<file path="src/rtl/s1423_cmp_count_if.sv">
// s1423_cmp_count_if: control/data bundle for the compare-and-count block
//   master drives: en start ack sel din_a load_b din_b ref_load ref_din cnt_clr
//   slave drives:  cnt hit wrap done state
interface s1423_cmp_count_if #(
  parameter int W  = 5,
  parameter int CW = 8
);
  logic          en;
  logic          start;
  logic          ack;
  logic          sel;
  logic [W-1:0]  din_a;
  logic          load_b;
  logic [W-1:0]  din_b;
  logic          ref_load;
  logic [W-1:0]  ref_din;
  logic          cnt_clr;
  logic [CW-1:0] cnt;
  logic          hit;
  logic          wrap;
  logic          done;
  logic [1:0]    state;
  modport master (
    output en, start, ack, sel, din_a, load_b, din_b, ref_load, ref_din, cnt_clr,
    input  cnt, hit, wrap, done, state
  );
  modport slave (
    input  en, start, ack, sel, din_a, load_b, din_b, ref_load, ref_din, cnt_clr,
    output cnt, hit, wrap, done, state
  );
endinterface

</file>
<file path="src/rtl/s1423_cmp_count.sv">
// s1423_cmp_count: registered unsigned compare feeding an FSM-gated event counter
//   CK  clock, RN synchronous active-low reset
//   bus slave side of s1423_cmp_count_if (operand/reference inputs, counter status outputs)
module s1423_cmp_count #(
  parameter int W     = 5,
  parameter int CW    = 8,
  parameter bit SAT   = 1'b0,
  parameter int LIMIT = 2**CW-1
) (
  input  logic               CK,
  input  logic               RN,
  s1423_cmp_count_if.slave   bus
);
  typedef enum logic [1:0] {IDLE, ARMED, COUNT, DONE} state_t;
  localparam logic [CW-1:0] LIM = CW'(LIMIT);
  state_t        state_q, state_d;
  logic [W-1:0]  b_q, ref_q;
  logic [CW-1:0] cnt_q, cnt_d, cnt_inc;
  logic          hit_q, wrap_q, wrap_d, inc, top, to_done;
  assign top     = &cnt_q;
  assign inc     = (state_q == COUNT) && bus.en && hit_q;
  assign cnt_inc = (top && SAT) ? cnt_q : cnt_q + 1'b1;
  // a clear edge skips the terminal check; otherwise leave on reaching LIMIT or if already past it
  assign to_done = !bus.cnt_clr && ((cnt_q >= LIM) || (inc && cnt_inc == LIM));
  always_comb begin
    cnt_d   = bus.cnt_clr ? '0 : inc ? cnt_inc : cnt_q;
    wrap_d  = !bus.cnt_clr && inc && (SAT ? (!top && &cnt_inc) : top);
    state_d = state_q;
    case (state_q)
      IDLE:  state_d = bus.start ? ARMED : IDLE;
      ARMED: state_d = hit_q ? COUNT : ARMED;
      COUNT: state_d = to_done ? DONE : COUNT;
      DONE:  state_d = bus.ack ? IDLE : DONE;
    endcase
  end
  always_ff @(posedge CK) begin
    if (!RN) begin
      b_q     <= '0;
      ref_q   <= '0;
      cnt_q   <= '0;
      hit_q   <= 1'b0;
      wrap_q  <= 1'b0;
      state_q <= IDLE;
    end else begin
      b_q     <= bus.load_b ? bus.din_b : b_q;
      ref_q   <= bus.ref_load ? bus.ref_din : ref_q;
      cnt_q   <= cnt_d;
      hit_q   <= (bus.sel ? b_q : bus.din_a) >= ref_q;
      wrap_q  <= wrap_d;
      state_q <= state_d;
    end
  end
  assign bus.cnt   = cnt_q;
  assign bus.hit   = hit_q;
  assign bus.wrap  = wrap_q;
  assign bus.done  = state_q == DONE;
  assign bus.state = state_q;
endmodule

</file>
<file path="src/flat_wrapper.sv">
// flat-port wrapper written by rule: the top's interface ports become plain ports
module s1423_cmp_count_flat 
#(
  parameter int W     = 5,
  parameter int CW    = 8,
  parameter bit SAT   = 1'b0,
  parameter int LIMIT = 2**CW-1
)
  (CK, RN, bus_en, bus_start, bus_ack, bus_sel, bus_din_a, bus_load_b, bus_din_b, bus_ref_load, bus_ref_din, bus_cnt_clr, bus_cnt, bus_hit, bus_wrap, bus_done, bus_state);
  s1423_cmp_count_if #(.W(W), .CW(CW)) bus_i ();
  input  logic CK;
  input  logic RN;
  input wire logic [$bits(bus_i.en)-1:0] bus_en;
  input wire logic [$bits(bus_i.start)-1:0] bus_start;
  input wire logic [$bits(bus_i.ack)-1:0] bus_ack;
  input wire logic [$bits(bus_i.sel)-1:0] bus_sel;
  input wire logic [$bits(bus_i.din_a)-1:0] bus_din_a;
  input wire logic [$bits(bus_i.load_b)-1:0] bus_load_b;
  input wire logic [$bits(bus_i.din_b)-1:0] bus_din_b;
  input wire logic [$bits(bus_i.ref_load)-1:0] bus_ref_load;
  input wire logic [$bits(bus_i.ref_din)-1:0] bus_ref_din;
  input wire logic [$bits(bus_i.cnt_clr)-1:0] bus_cnt_clr;
  output wire logic [$bits(bus_i.cnt)-1:0] bus_cnt;
  output wire logic [$bits(bus_i.hit)-1:0] bus_hit;
  output wire logic [$bits(bus_i.wrap)-1:0] bus_wrap;
  output wire logic [$bits(bus_i.done)-1:0] bus_done;
  output wire logic [$bits(bus_i.state)-1:0] bus_state;
  assign bus_i.en = bus_en;
  assign bus_i.start = bus_start;
  assign bus_i.ack = bus_ack;
  assign bus_i.sel = bus_sel;
  assign bus_i.din_a = bus_din_a;
  assign bus_i.load_b = bus_load_b;
  assign bus_i.din_b = bus_din_b;
  assign bus_i.ref_load = bus_ref_load;
  assign bus_i.ref_din = bus_ref_din;
  assign bus_i.cnt_clr = bus_cnt_clr;
  assign bus_cnt = bus_i.cnt;
  assign bus_hit = bus_i.hit;
  assign bus_wrap = bus_i.wrap;
  assign bus_done = bus_i.done;
  assign bus_state = bus_i.state;
  s1423_cmp_count #(.W(W), .CW(CW), .SAT(SAT), .LIMIT(LIMIT)) u_core (.CK(CK), .RN(RN), .bus(bus_i));
endmodule
</file>
<file path="config.mk">
export PLATFORM = sky130hd
export DESIGN_NAME = s1423_cmp_count_flat
export DESIGN_NICKNAME = d
export VERILOG_FILES = /design/src/rtl/s1423_cmp_count_if.sv /design/src/rtl/s1423_cmp_count.sv /design/src/flat_wrapper.sv
export SDC_FILE = /design/constraint.sdc
export NUM_CORES = 1
export LEC_CHECK = 0
export CAP_MARGIN = 20
export CORE_MARGIN = 3
export CORE_UTILIZATION = 36
export CTS_BUF_LIST = sky130_fd_sc_hd__clkbuf_2
export CTS_CLUSTER_SIZE = 8
export DETAILED_ROUTE_END_ITERATION = 7
export PLACE_DENSITY = 0.73
export SLEW_MARGIN = 20
export SYNTH_ARGS = -nofsm -noshare
export SYNTH_HDL_FRONTEND = slang
export SYNTH_SLANG_ARGS = --single-unit
</file>
<file path="constraint.sdc">
create_clock -name CK -period 2 [get_ports CK]
set_input_delay 0.3 -clock CK [delete_from_list [all_inputs] [get_ports CK]]
set_output_delay 0.3 -clock CK [all_outputs]
set_load 0.03 [all_outputs]
</file>
==> results of run 1 <==
## registers in the layout, indices dropped and copies added, names as in the netlist
register	flops
u_core.bus.wrap	1
u_core.b_q	5
u_core.ref_q	5
u_core.bus.state	2
u_core.bus.cnt	8
u_core.bus.hit	1
## power groups by stage
| stage | Combinational [uW] | Sequential [uW] | Clock (uW) |
|---|---|---|---|
| final | 181 | 488 | 180 |
| after global routing | 199 | 493 | 206 |
| after CTS | 183 | 488 | 186 |
| after detailed placement | 183 | 495 | 0 |
| after global placement | 175 | 495 | 0 |
| after floorplan | 93.1 | 504 | 0 |
## final cells by class
type                       count  area share (%)
inverter                       8            1.92
clock buffer                   3           0.961
sequential                    22            28.3
tap                           42            3.36
clock inverter                 1           0.240
multi-input combinational     87            41.6
timing repair buffer          37            23.5
## Yosys cell counts, drive strengths merged
library cell,number
ha,7
mux2,4
a21oi,5
buf,2
nor2,19
nand3,5
xnor2,6
clkbuf,3
nand4b,1
a211oi,2
and2,2
a21o,1
a311oi,1
nor3,3
nand2,6
xor2,1
o21ai,3
dfxtp,22
nor4,2
and4b,1
nor3b,1
inv,8
mux2i,11
a31o,1
or3,1
nand4,1
nand2b,2
o221ai,1
## worst max-delay path, stage by stage, from the launching register on
cell and delay (ns):
dfxtp_2 0.46, and2_2 0.16, clkdlybuf4s50_1 0.66
## worst max path at each step
| stage | cells after the start | slack [ns] | startpoint | endpoint |
|---|---|---|---|---|
| final | 2 | 0.1 | u_core.bus.state[0]$_SDFF_PN0_ | bus_done |
| after CTS | 2 | 0.07 | u_core.bus.state[0]$_SDFF_PN0_ | bus_done |
| after floorplan | 5 | 0.49 | u_core.bus.cnt[1]$_SDFFE_PP0P_ | u_core.bus.cnt[6]$_SDFFE_PP0P_ |
| after global routing | 2 | 0.004 | u_core.bus.state[0]$_SDFF_PN0_ | bus_done |
| after global placement | 6 | 0.03 | bus_sel | u_core.bus.hit$_SDFF_PN0_ |
| after detailed placement | 6 | -0.04 | bus_sel | u_core.bus.hit$_SDFF_PN0_ |
## metrics by stage
stage	worst slack (ns)	setup TNS, ns	instances	area [um2]
after floorplan	0.492	0	122	1150
after global placement	0.0345	0	196	1540
after detailed placement	-0.0397	-0.0397	196	1540
after CTS	0.0744	0	200	1560
after global routing	0.00357	0	200	1560
final	0.0973	0	200	1560
## routing by layer
| layer | global-route usage, % | up-vias | part of all wire, % |
|---|---|---|---|
| met5 | 0 | - | 0 |
| met4 | 1.65 | 0 | 1.2 |
| met3 | 4.32 | 4 | 7.1 |
| met2 | 23.0 | 33 | 50 |
| met1 | 13.4 | 438 | 42 |
| li1 | - | 489 | - |
## cell families (layout without fill, tap and decap cells)
kind of cell,count (synthesis),in the layout,synth area share (%)
AOI/OAI and AO/OA,14,14,7.74
muxes,15,15,13.5
xor gates and xnor gates,7,7,5.34
DFF,22,22,38.4
buffers and inverters,13,49,4.91
adders and majority gates,7,7,7.63
and+or+nand+nor,44,44,22.5
==> reports/qor.csv, run 1 <==
stage,metric,value,unit
timing,Tcrit/Tclk final,95.1,%
drt,drt total wl,2320,um
drt,wire per inst,11.6,um
cts,postcts setup bufs,0,
yosys,top cell type's share of synthesized area,38.4,%
global_routing,largest net degree at the start of global routing,13,
cts,"Clk Latency, worst-skew pair",0.32,ns
global_routing,first-pass GRT wire length,4020,um
yosys,Syn Area/Cell,9.40,um2
timing,Worst Clk Skew,0.00140,ns
setup_path,CP Max Fanout,10,
cts,CTS sink count,22,
pwr,Net Switching,238,uW
cts,clock-pin slew of the registers on the worst-case setup and hold paths,0.21,ns
cts,CTS Buffer Depth,2,
final_layout,register area,443,um2
final_layout,Antenna diodes,0,
global_routing,GR Overflow Total,0,
pwr,VDD IR max,365,uV
final_layout,Multi-input gate area,651,um2
floorplan,Initial Utilization,39.6,%
placement,post-DP HPWL,1930,um
worst_hold_path,hold depth,2,
final_layout,P&R area growth vs syn,36.2,%
yosys,sequential element share of the synthesized area,38.4,%
yosys,cell area after synthesis,1150,um2
drt,first-pass iteration count of the detailed router,4,
setup_path,reg-to-reg endpoint,u_core.bus.cnt[6]$_SDFFE_PP0P_,
global_routing,initial antenna violation count,0,
cts,H-tree depth,1,
cts,hold_buf cts,0,
setup_path,"Worst Path Class, Setup",flop to output port,
global_routing,GRT Overall Usage,12.2,%
final_layout,layout cells sized above 1,10.1,%
cts,Root Driver,clkbuf_2,
timing,fmax,526,MHz
setup_path,slack of the worst reg-to-reg path,0.57,ns
global_routing,via count of the first global-routing pass,1006,
yosys,Yosys Warn Count,0,
setup_path,endpoint type of the worst setup path,output port,
cts,CTS tree,done,
drt,1st-iter DRT viols,21,
worst_hold_path,hold path start,u_core.bus.cnt[7]$_SDFFE_PP0P_,
final_layout,nets@finish,190,
final_layout,"commonest non-fill, non-tap cell in the layout",clkdlybuf4s50_1,
yosys,"flops & latches, synth",22,
timing,hold slack final,0.523,ns
drt,Via density,4.82,
setup_path,r2r worst-path depth,5,
floorplan,Die Width,62.5,um
timing,Slew headroom,76.4,%
worst_hold_path,WHS Endpoint,u_core.bus.wrap$_SDFF_PN0_,
floorplan,Die Height,62.5,um
pwr,Pleak,0.000637,uW
pwr,Reg power frac,57.5,%
setup_path,CP Data Arrival Time,1.60,ns
pwr,switch share,28.1,%
placement,I/O Buffers,36,
run_status,status,finished clean,
setup_path,WP data required,1.70,ns
final_layout,most frequent cells in the layout,"clkdlybuf4s50_1 (36), dfxtp_1 (20), nor2_1 (19), mux2i_1 (11), inv_1 (8)",
placement,RD Place Congestion,0.810,
worst_hold_path,worst min path class,flop to flop,
pwr,clock power share,21.2,%
final_layout,fin util,53.9,%
pwr,Power Density,543,nW/um2
yosys,Synthesized Nets,153,
yosys,Netlist cell types,30,
floorplan,Row Count,19,
timing,measured slew at the worst slew-check pin,0.353,ns
pwr,Combinational Power Share,21.3,%
cts,Num CTS Buffers,3,
floorplan,Ports,37,
timing,Period minus WS final,1.90,ns
job,maxcap violations,0,
pwr,Pint,610,uW
timing,Finish-stage setup viols,0,
yosys,cell count after synthesis,122,
floorplan,Core ar.,2900,um2
drt,DRC errors left,0,
timing,"Hold Vio Cnt, Final",0,
final_layout,fill count,296,
yosys,Synth area leaders,"dfxtp_1 (38%), mux2i_1 (9.6%), ha_1 (7.6%)",
timing,RSZ-0062 raised after global routing,false,
drt,"antenna viol nets, final",0,
floorplan,Die Area,3900,um2
setup_path,worst r2r src,u_core.bus.cnt[0]$_SDFFE_PP0P_,
setup_path,startpoint types,flop,
yosys,Synth area leader,dfxtp_1,
cts,CTS resizes,2,
drt,routed vias,964,
timing,max-slew violations,0,
pwr,Overall Power,848,uW
Power figures use the tool's default switching activity.
==> run 2, diff against run 1 <==
ABC_CLOCK_PERIOD_IN_PS = 2000   (was not set)
CORE_MARGIN = 1.5   (was 3)
MAX_ROUTING_LAYER = met4   (was not set)
==> run 2 against run 1 <==
Compared with the run above:
- critical path depth unchanged
- fmax increased by 0.66%
- final area increased by 0.16%
- die area decreased by 9.4%
- sequential power about the same
- worst hold slack got worse by 0.0055 ns
- flip-flop and latch count unchanged
- clock-buffer cell count unchanged
- first-iteration DRC count increased by 24%
- register-to-register slack got worse by 0.02 ns
- critical path type unchanged
- critical endpoint unchanged
- largest power group unchanged
==> reports/qor.csv, run 2 (synthesis gave the netlist of run 1 again) <==
stage,metric,value,unit
final_layout,P&R area growth vs syn,36.4,%
job,maxcap violations,0,
cts,hold_buf cts,0,
cts,CTS Buffer Depth,2,
run_status,status,finished clean,
drt,1st-iter DRT viols,26,
floorplan,Die Height,59.5,um
final_layout,Antenna diodes,0,
cts,CTS tree,done,
timing,RSZ-0062 raised after global routing,false,
final_layout,number of flip-flops under the largest register name,8,
final_layout,most frequent cells in the layout,"clkdlybuf4s50_1 (36), dfxtp_1 (20), nor2_1 (19), mux2i_1 (11), inv_1 (8)",
placement,RD Place Congestion,0.754,
timing,hold slack final,0.517,ns
global_routing,largest net degree at the start of global routing,13,
placement,I/O Buffers,36,
global_routing,GRT Overall Usage,15.8,%
global_routing,first-pass GRT wire length,4060,um
timing,fmax,529,MHz
floorplan,Ports,37,
final_layout,layout cells sized above 1,10.1,%
cts,"Clk Latency, worst-skew pair",0.32,ns
setup_path,CP Data Arrival Time,1.59,ns
setup_path,CP Max Fanout,8,
timing,Finish-stage setup viols,0,
pwr,VDD IR max,209,uV
cts,CTS sink count,22,
worst_hold_path,worst min path class,flop to flop,
setup_path,endpoint type of the worst setup path,output port,
setup_path,CP max stage delay,0.66,ns
pwr,Pleak,0.000637,uW
timing,Worst Clk Skew,0.00138,ns
floorplan,Die Width,59.5,um
placement,post-DP HPWL,1900,um
global_routing,initial antenna violation count,0,
setup_path,WP data required,1.70,ns
floorplan,Die Area,3530,um2
cts,H-tree depth,1,
drt,routed vias,936,
floorplan,Core ar.,3030,um2
global_routing,via count of the first global-routing pass,898,
timing,Period minus WS final,1.89,ns
floorplan,Initial Utilization,37.9,%
drt,DRC errors left,0,
drt,drt total wl,2400,um
drt,first-pass iteration count of the detailed router,4,
timing,Slew headroom,75.4,%
pwr,Power Density,537,nW/um2
final_layout,nets@finish,190,
setup_path,"Worst Path Class, Setup",flop to output port,
drt,wire per inst,11.9,um
timing,"Hold Vio Cnt, Final",0,
setup_path,startpoint types,flop,
setup_path,CP Cell Sequence,and2_2 -> clkdlybuf4s50_1,
timing,Tcrit/Tclk final,94.5,%
drt,Via density,4.63,
placement,placed cells,198,
timing,max-slew violations,0,
drt,"antenna viol nets, final",0,
cts,Num CTS Buffers,3,
final_layout,"commonest non-fill, non-tap cell in the layout",clkdlybuf4s50_1,
final_layout,fill count,271,
final_layout,Layout Cells excl Fill,202,
global_routing,GR Overflow Total,0,
cts,Root Driver,clkbuf_2,
cts,clock-pin slew of the registers on the worst-case setup and hold paths,0.20,ns
floorplan,Row Count,20,
setup_path,CP max-delay cell,clkdlybuf4s50_1,
timing,measured slew at the worst slew-check pin,0.369,ns
run 2: cell counts in the layout (fill, tap and decap cells not counted):
Identical to the previous run, type by type.
run 2: layout make-up:
cell class	count	area [um2]	share of cell area [%]
multi-input combinational	87	651	41.6
sequential	22	443	28.3
timing repair buffer	37	368	23.5
tap	44	55.1	3.52
inverter	8	30.0	1.92
clock buffer	3	15.0	0.959
clock inverter	1	3.75	0.240
run 2: critical path, delay by kind of cell, from the launching register on:
family	cells	cell delay [ns]
AND/OR/NAND/NOR	1	0.16
buffers and inverters	1	0.66
flip-flops	1	0.46
run 2: stage by stage:
stage	util (%)	TNS [ns]	cell area [um2]	power (uW)	worst slack (ns)
5_1_grt	51.7	0	1570	900	0.00720
4_1_cts	51.7	0	1560	854	0.0000506
2_1_floorplan	-	0	1150	597	0.492
3_5_place_dp	51.0	-0.0859	1540	676	-0.0859
6_report	51.7	0	1570	841	0.110
3_3_place_gp	51.0	-0.00690	1540	669	-0.00690
run 2: worst paths after layout:
path | start | slack (ns) | depth (start not counted) | endpoint
worst max-delay path | u_core.bus.state[1]$_SDFF_PN0_ | 0.11 | 2 | bus_done
worst min-delay path | u_core.b_q[2]$_SDFFE_PN0P_ | 0.52 | 2 | u_core.b_q[2]$_SDFFE_PN0P_
worst max register to register | u_core.bus.cnt[1]$_SDFFE_PP0P_ | 0.55 | 4 | u_core.bus.wrap$_SDFF_PN0_
worst min register to register | u_core.b_q[2]$_SDFFE_PN0P_ | 0.52 | 2 | u_core.b_q[2]$_SDFFE_PN0P_
run 2: timing repair:
item / in CTS / in global routing
resized for setup: 1 / 1
buffers inserted: 0 / 0
pin swaps: 0 / 0
setup endpoints to repair: 1 / 2
run 2: per-layer routing:
layer / vias up / share of wire [%] / wire length, um / track usage (%)
li1: 490 / - / - / -
met1: 420 / 47 / 1130 / 18.9
met2: 24 / 48 / 1150 / 25.4
met3: 2 / 3.5 / 85 / 3.49
met4: 0 / 1.0 / 24 / 6.82
met5: - / 0 / 0 / -
run 2: report_power, final:
group / internal (uW) / switching, uW
combinational: 104 / 76.4
clock: 43.5 / 130
sequential: 462 / 25.5
total: 609 / 232
